File: src/rtl/tt_pkg.sv
// Shared encodings for the marble launcher: colours, halt codes and FSM states.
package tt_pkg;

  localparam logic BLUE = 1'b0;
  localparam logic RED  = 1'b1;

  localparam logic [1:0] HALT_NONE      = 2'b00;
  localparam logic [1:0] HALT_INTERCEPT = 2'b01;
  localparam logic [1:0] HALT_EMPTY     = 2'b10;

  typedef enum logic [2:0] {
    S_IDLE    = 3'd0,
    S_RELEASE = 3'd1,
    S_RUN     = 3'd2,
    S_SETTLE  = 3'd3,
    S_DONE    = 3'd4
  } state_t;

endpackage

File: src/rtl/marble_stock.sv
// Per-colour marble stock: reloads to INIT, decrements on release, never wraps below zero.
module marble_stock #(
  parameter int INIT  = 8,
  parameter int CNT_W = 4
) (
  input  logic             clk,
  input  logic             rst_n,
  input  logic             reload,
  input  logic             dec,
  output logic [CNT_W-1:0] count,
  output logic             empty
);

  localparam logic [CNT_W-1:0] INIT_V = CNT_W'(INIT);

  logic [CNT_W-1:0] count_q, count_d;

  // A reload and a release can land on the same edge when go launches the first marble.
  always_comb begin
    count_d = count_q;
    if (reload) begin
      count_d = (dec && (INIT_V != '0)) ? INIT_V - 1'b1 : INIT_V;
    end else if (dec && (count_q != '0)) begin
      count_d = count_q - 1'b1;
    end
  end

  always_ff @(posedge clk or negedge rst_n) begin
    if (!rst_n) count_q <= INIT_V;
    else        count_q <= count_d;
  end

  assign count = count_q;
  assign empty = (count_q == '0);

endmodule

File: src/rtl/marble_launcher.sv
// Marble release sequencer: releases marbles on go and on lever hits, logs lever sides.
//
//  state     | meaning
//  ----------+-----------------------------------------------------------
//  S_IDLE    | waiting for go after reset
//  S_RELEASE | one-cycle start pulse, stock of selected colour decremented
//  S_RUN     | marble on the board; waiting for a lever hit or a stop
//  S_SETTLE  | down-counting before releasing the next marble
//  S_DONE    | run finished, halt_reason holds why; waits for go
module marble_launcher
  import tt_pkg::*;
#(
  parameter int BLUE_COUNT = 8,
  parameter int RED_COUNT  = 8,
  parameter int CNT_W      = 4,
  parameter int SETTLE     = 2,
  parameter int LOG_DEPTH  = 16
) (
  input  logic                           clk,
  input  logic                           rst_n,
  input  logic                           go,
  input  logic                           go_colour,
  input  logic                           lever_hit,
  input  logic                           lever_side,
  input  logic                           stopped,
  output logic                           start,
  output logic                           marble_colour,
  output logic [CNT_W-1:0]               blue_left,
  output logic [CNT_W-1:0]               red_left,
  output logic                           busy,
  output logic                           done,
  output logic [1:0]                     halt_reason,
  output logic [LOG_DEPTH-1:0]           log,
  output logic [$clog2(LOG_DEPTH+1)-1:0] log_len
);

  localparam int LEN_W = $clog2(LOG_DEPTH + 1);
  localparam int SET_W = (SETTLE > 1) ? $clog2(SETTLE) : 1;
  localparam logic [SET_W-1:0] SETTLE_LOAD = (SETTLE > 0) ? SET_W'(SETTLE - 1) : '0;
  localparam logic [LEN_W-1:0] LEN_MAX     = LEN_W'(LOG_DEPTH);

  state_t               state_q, state_d;
  logic                 sel_q, sel_d;
  logic                 start_q, start_d;
  logic                 colour_q, colour_d;
  logic                 busy_q, busy_d;
  logic                 done_q, done_d;
  logic [1:0]           halt_q, halt_d;
  logic [LOG_DEPTH-1:0] log_q, log_d;
  logic [LEN_W-1:0]     len_q, len_d;
  logic [SET_W-1:0]     settle_q, settle_d;

  logic reload, rel, dec_blue, dec_red;
  logic blue_empty, red_empty;

  marble_stock #(.INIT(BLUE_COUNT), .CNT_W(CNT_W)) u_blue (
    .clk    (clk),
    .rst_n  (rst_n),
    .reload (reload),
    .dec    (dec_blue),
    .count  (blue_left),
    .empty  (blue_empty)
  );

  marble_stock #(.INIT(RED_COUNT), .CNT_W(CNT_W)) u_red (
    .clk    (clk),
    .rst_n  (rst_n),
    .reload (reload),
    .dec    (dec_red),
    .count  (red_left),
    .empty  (red_empty)
  );

  always_comb begin
    state_d  = state_q;
    sel_d    = sel_q;
    start_d  = 1'b0;
    colour_d = colour_q;
    halt_d   = halt_q;
    log_d    = log_q;
    len_d    = len_q;
    settle_d = settle_q;
    reload   = 1'b0;
    rel      = 1'b0;
    dec_blue = 1'b0;
    dec_red  = 1'b0;

    case (state_q)
      S_IDLE, S_DONE: begin
        if (go) begin
          reload = 1'b1;
          log_d  = '0;
          len_d  = '0;
          halt_d = HALT_NONE;
          sel_d  = go_colour;
          // Stocks are being reloaded, so emptiness is judged on the reload value.
          if (((go_colour == BLUE) && (BLUE_COUNT == 0)) ||
              ((go_colour == RED)  && (RED_COUNT  == 0))) begin
            state_d = S_DONE;
            halt_d  = HALT_EMPTY;
          end else begin
            rel = 1'b1;
          end
        end
      end
      S_RELEASE: state_d = S_RUN;
      S_RUN: begin
        if (stopped) begin
          state_d = S_DONE;
          halt_d  = HALT_INTERCEPT;
        end else if (lever_hit) begin
          log_d = {log_q[LOG_DEPTH-2:0], lever_side};
          if (len_q != LEN_MAX) len_d = len_q + 1'b1;
          sel_d = lever_side;
          if ((lever_side == RED) ? red_empty : blue_empty) begin
            state_d = S_DONE;
            halt_d  = HALT_EMPTY;
          end else if (SETTLE == 0) begin
            rel = 1'b1;
          end else begin
            settle_d = SETTLE_LOAD;
            state_d  = S_SETTLE;
          end
        end
      end
      S_SETTLE: begin
        if (settle_q == '0) rel = 1'b1;
        else                settle_d = settle_q - 1'b1;
      end
      default: state_d = S_IDLE;
    endcase

    // Entering RELEASE: pulse start, latch colour and take the marble from stock on the same edge.
    if (rel) begin
      state_d  = S_RELEASE;
      start_d  = 1'b1;
      colour_d = sel_d;
      dec_blue = (sel_d == BLUE);
      dec_red  = (sel_d == RED);
    end

    busy_d = (state_d == S_RELEASE) || (state_d == S_RUN) || (state_d == S_SETTLE);
    done_d = (state_d == S_DONE);
  end

  always_ff @(posedge clk or negedge rst_n) begin
    if (!rst_n) begin
      state_q  <= S_IDLE;
      sel_q    <= BLUE;
      start_q  <= 1'b0;
      colour_q <= BLUE;
      busy_q   <= 1'b0;
      done_q   <= 1'b0;
      halt_q   <= HALT_NONE;
      log_q    <= '0;
      len_q    <= '0;
      settle_q <= '0;
    end else begin
      state_q  <= state_d;
      sel_q    <= sel_d;
      start_q  <= start_d;
      colour_q <= colour_d;
      busy_q   <= busy_d;
      done_q   <= done_d;
      halt_q   <= halt_d;
      log_q    <= log_d;
      len_q    <= len_d;
      settle_q <= settle_d;
    end
  end

  assign start         = start_q;
  assign marble_colour = colour_q;
  assign busy          = busy_q;
  assign done          = done_q;
  assign halt_reason   = halt_q;
  assign log           = log_q;
  assign log_len       = len_q;

endmodule

File: config.mk
export PLATFORM = sky130hd
export DESIGN_NAME = marble_launcher
export DESIGN_NICKNAME = d
export VERILOG_FILES = /design/src/rtl/tt_pkg.sv /design/src/rtl/marble_stock.sv /design/src/rtl/marble_launcher.sv
export SDC_FILE = /design/constraint.sdc
export NUM_CORES = 1
export LEC_CHECK = 0
export ABC_AREA = 1
export CAP_MARGIN = 20
export CORE_MARGIN = 2
export CORE_UTILIZATION = 30
export DETAILED_ROUTE_END_ITERATION = 7
export HOLD_SLACK_MARGIN = 0.08
export MAX_ROUTING_LAYER = met4
export PLACE_DENSITY = 0.57
export SYNTH_ARGS = -nofsm -noshare
export SYNTH_HDL_FRONTEND = slang
export SYNTH_HIERARCHICAL = 1
export SYNTH_SLANG_ARGS = --single-unit
File: constraint.sdc
create_clock -name clk -period 4.9 [get_ports clk]
set_input_delay 0.735 -clock clk [delete_from_list [all_inputs] [get_ports clk]]
set_output_delay 0.735 -clock clk [all_outputs]
set_load 0.02 [all_outputs]
# --- Word level (Yosys, flattened, before mapping) ---
# Index checks and enable logic that the tools add are counted.
word_totals:
  word_cells: 94
  reg_bits: 40
  inputBits: 7
  output_inout_bits: 35
op_classes:
  eq_ne: 16
  n_mux: 42
  reduce_logical: 19
  bitwise: 1
  add_sub_neg: 4
op_table:
  columns: ["cell", "count"]
  rows:
  - ["two-way mux 16 bit", 3]
  - ["one-hot mux 16 bit (2 select lines)", 1]
  - ["two-way mux 4 bit", 6]
  - ["two-way mux 5 bit", 4]
  - ["two-way mux 1 bit", 14]
  - ["equality test 3 x 2 -> 1 bit, second input constant", 4]
  - ["two-way mux 3 bit", 4]
  - ["AND reduction 4 bit", 3]
  - ["!= test 2 bit, second input constant", 5]
  - ["one-hot mux 5 bit (2 select lines)", 1]
  - ["one-hot mux 3 bit (3 select lines)", 1]
  - ["logical NOT 4 bit", 2]
  - ["two-way mux 2 bit", 4]
  - ["nonzero test 2 bit", 4]
  - ["nonzero test 4 bit", 2]
  - ["subtractor 4 x 1 -> 4 bit, second input constant", 2]
  - ["equality test 3 x 1 -> 1 bit, second input constant", 2]
  - ["equality test 3 bit, second input constant", 2]
  - ["!= test 3 bit, second input constant", 2]
  - ["one-hot mux 1 bit (2 select lines)", 3]
  - ["adder 5 x 1 -> 5 bit, second input constant", 1]
  - ["!= test 5 bit, second input constant", 1]
  - ["AND reduction 5 bit", 1]
  - ["one-hot mux 2 bit (2 select lines)", 1]
  - ["7 further kinds", 9]

# --- Logic depth before layout (Yosys ltp) ---
depth:
  ltp_word: 10
  mapped_depth: 12
  ltp_nobuf: 12

# --- Hierarchy ---
# The synthesis kept the hierarchy.
modules_own_cells:
  columns: ["module", "instances", "seq_area_each_um2", "cells_per_inst", "area_per_inst_um2"]
  rows:
  - ["marble_launcher", 1, 800.8, 157, 1453.9]
  - ["marble_stock", 2, 101.3, 36, 285.3]

# --- Worst setup path before layout ---
# Ideal clock, no wire load.
synth_timing:
  path_type: "input-to-reg"
  start: "input lever_hit"
  end: "register u_blue.count_q[0] (netlist: u_blue/count[0])"
  stages: 10
  required_ps: 4826
  setup_ps: 74
  t_arrival_ps: 1756
  slack_ps: 3070
  n_path_buf: 0
  path_cell_list: "inv_1 > nor2_1 > nand2_2 > nand3_1 > nand2_1 > nor2_1 > nand2_1 > inv_1 > a31oi_1 > o21ai_2"
synth_between:
  elab_chain_len: 7
  elab_cells_between_ends: 9
  cone_classes: "mux: 6; bitwise: 1; reduce/logical: 2"
synth_rtl:
  columns: ["element", "line", "text"]
  rows:
  - ["start, declared", "marble_launcher.sv:23", "input logic lever_hit,"]
  - ["two-way mux 1 bit (*)", "marble_launcher.sv:111", "end else if (lever_hit) begin"]
  - ["two-way mux 1 bit (*)", "marble_launcher.sv:108", "if (stopped) begin"]
  - ["one-hot mux 1 bit (2 select lines) (*)", "marble_launcher.sv:88", "case (state_q)"]
  - ["via sel_d", "marble_launcher.sv:43", "logic sel_q, sel_d;"]
  - ["inverter 1 bit (*)", "marble_launcher.sv:138", "dec_blue = (sel_d == BLUE);"]
  - ["two-way mux 1 bit (*)", "marble_launcher.sv:134", "if (rel) begin"]
  - ["via dec_blue", "marble_launcher.sv:53", "logic reload, rel, dec_blue, dec_red;"]
  - ["two-way mux 4 bit / logical AND 1 bit (equally long branches)", "marble_stock.sv:22, marble_stock.sv:23", null]
  - ["two-way mux 4 bit / nonzero test 2 bit (equally long branches)", null, null]
  - ["end signal, assigned", "marble_stock.sv:30", "else count_q <= count_d;"]
  - ["end, declared", "marble_stock.sv:16", "logic [CNT_W-1:0] count_q, count_d;"]
# The timed path passes the listed nets; every way through them passes the cells marked *.
# A chain may end at the register's enable or synchronous reset.

# --- Final worst setup path ---
layout_timing:
  start: "input lever_hit"
  end: "register u_blue.count_q[1] (netlist: u_blue/count[1])"
# The elaborated chain is that of the path after synthesis.

==> qor.yml <==
powerDensity_nw_per_um2: 521
die_x_um: 86.1
synth_async_sr_flop_share: 1.00
drt-total-wl_um: 3990
crit_path_cell_trace: "clkdlybuf4s50_1 -> inv_1 -> nor2_1 -> nand2_2 -> nand3_1 -> nand2_1 -> nor2_1 -> nand2_1 -> inv_1 -> nor2_1 -> o21ai_1"
clkTransAtPathRegs_ns: 0.08
final_cell_mix: "43 x inv_1, 41 x nand2_1, 40 x clkdlybuf4s50_1"
cts_tree: "yes"
grt-ovfl-total: 0
relSlewSlack: 0.401
worst_slew_pin_slew_ns: 0.899
portBuffers: 41
grt_antenna_before_repair: 0
cp_num_cells: 11
startpoint_type: "primary input"
post_cts_buffers: 0
pin_count: 42
synth.distinct_cells: 29
hold_path.class: "flop to flop"
setup_viol: 0
synth_cells: 229
pwr-share-clk: 0.161
core_area_um2: 6420
seqPwrFrac: 0.350
first_iter_violations: 62
track_usage: 0.118
p_leak_nw: 1.23
worstPathArrival_ns: 2.62
dr.pass1.iters: 4
mostFrequentLayoutCell: "inv_1"
gp_congestion: 0.865
clock_sinks: 40
cp_top_family: "simple AND/OR/NAND/NOR gates"
slowest_stage: "clkdlybuf4s50_1"
cp.required_ns: 5.12
grt_first_pass_wirelength_um: 6700
max_freq_mhz: 416
num_antenna_cells: 0
tns_ns: 0
synthFlopType: "dfrtp_1"
synth_top_family_by_area: "simple AND/OR/NAND/NOR gates"
status: "finished clean"
synth_fa_ha_area_frac: 0.0247
crit_top_cell: "nor2_1"
cts_hold_buffers: 0
synth_compound_area_frac: 0.112
synthesis.nets: 240
finalInstanceArea_um2: 2590
ant_nets: 0
dieArea_um2: 7420
syn2layout_area_growth_pct: 27.8
clock_skew_ns: 0.00895
first_global_vias: 1472
cts_resized: 0
slew_violations: 0
synth.area.mux_share: 0
reg2regPathDepth: 11
sw_frac_of_total: 0.432
ys_seq_area_frac: 0.496
synth_edf_count: 0
critPathBufInv: 3
start_util: 0.315
yosys.area_share.simple: 0.248
p_int_mw: 0.765
grt_max_degree: 41
layout_worst_path_cycle_share: 0.490
crit_fanout: 18
end_kind: "flop"
clk_latency_ns: 0.30
cts_buffers: 5
maxCapViolCount: 0
vdd_drop_max_mv: 0.260
synth_area_per_cell_um2: 8.84
synth_warnings: 6
switchingPower_mw: 0.582
finalHoldViolCount: 0
fp.dieH_um: 86.1
wl_per_cell_um: 11.3
vias: 1585
critPathMaxStageDelay_ns: 0.52
syn-cell-area_um2: 2020
place_area_um2: 2500
drcViolationCount: 0
critPathKind: "primary input to flop"
layout-drive-gt1-share: 0.138
dp_hpwl_um: 2940
synth-seq-cells: 40
grt_setup_unrepaired: "no"
worstHoldPathCells: 2
num_rows: 29
htreeDepth: 2
root_buffer: "clkbuf_8"
layout.nets: 285
p_comb_frac: 0.489
vias_per_cell: 4.50
fin_crit_ns: 2.40
cts_max_path_buffers: 2
synth-xor-area-share: 0.0130
-- logic make-up (layout without fill, tap and decap cells) --
logic type / count (synthesis) / after routing
flip-flops: 40 / 40
AND/OR/NAND/NOR: 94 / 94
XOR/XNOR: 3 / 3
AO/OA/AOI/OAI: 35 / 35
adder cells (fa/ha/maj): 4 / 4
buffers and inverters: 53 / 99
-- state kept, by name, indices dropped and copies added (netlist names) --
register and flops:
start 1, log_len 5, busy 1, u_red/count 4, settle_q 1, halt_reason 2, u_blue/count 4, state_q 3
marble_colour 1, log 16, done 1, sel_q 1
-- synthesized netlist by cell type (3+ instances only) --
master	count	area [um2]
dfrtp_1	38	951
nand4_1	3	18.8
o21ai_1	5	25.0
nand3_1	15	75.1
xor2_1	3	26.3
inv_1	43	161
nand2_4	7	78.8
ha_1	4	50.1
inv_2	6	22.5
a21oi_1	3	15.0
nor2_1	19	71.3
nand2_1	41	154
o21ai_2	4	35.0
o21ai_0	4	20.0
o22ai_1	14	87.6
nand2_2	3	18.8
-- power groups by stage --
stage / Clock [mW] / Sequential [mW] / Combinational, mW
floorplan: 0 / 0.537 / 0.411
global placement: 0 / 0.479 / 0.659
detailed placement: 0 / 0.478 / 0.665
CTS: 0.224 / 0.473 / 0.668
global route: 0.240 / 0.486 / 0.735
finish: 0.217 / 0.472 / 0.658
-- path summary, 6_finish.rpt --
kind | start | endpoint | slack [ns]
max | lever_hit | u_blue/count[1] | 2.50
min | halt_reason[0] | halt_reason[0] | 0.48
max reg2reg | state_q[2] | u_blue/count[1] | 2.77
min reg2reg | halt_reason[0] | halt_reason[0] | 0.48
max in group asynchronous | rst_n | log[15] | 3.77
min in group asynchronous | rst_n | u_red/count[1] | 0.56
-- final cells by class --
| type | instances | area [um2] |
|---|---|---|
| Clock buffer | 6 | 72.6 |
| Clock inverter | 2 | 12.5 |
| Fill cell | 641 | 3830 |
| Inverter | 50 | 190 |
| Multi-Input combinational cell | 136 | 807 |
| Sequential cell | 40 | 1000 |
| Tap cell | 77 | 96.3 |
| Timing Repair Buffer | 41 | 405 |
-- metal layers --
metal,GRT usage,part of all wire,wire [um]
met5,-,0,0
met4,0.0361,0.0098,39
met3,0.0375,0.055,221
met2,0.182,0.44,1760
met1,0.148,0.49,1970
-- worst reg2reg max path, delay by kind of cell (launching register included) --
kind                   cells  cell delay, ns
and+or+nand+nor            8            1.34
buffers and inverters      2            0.26
AOI/OAI and AO/OA          1            0.07
DFF                        1            0.37
-- per-stage QoR --
step                total power [mW]  utilization  worst slack (ns)  hold slack (ns)  std cells
detailed placement              1.14        0.390              2.17            0.466        344
global route                    1.46        0.403              2.30            0.537        352
CTS                             1.37        0.403              2.49            0.486        352
finish                          1.35        0.403              2.50            0.478        352
floorplan                      0.948            -              3.07            0.439        229
global placement                1.14        0.390              2.24            0.465        344
Power figures use the tool's default switching activity.
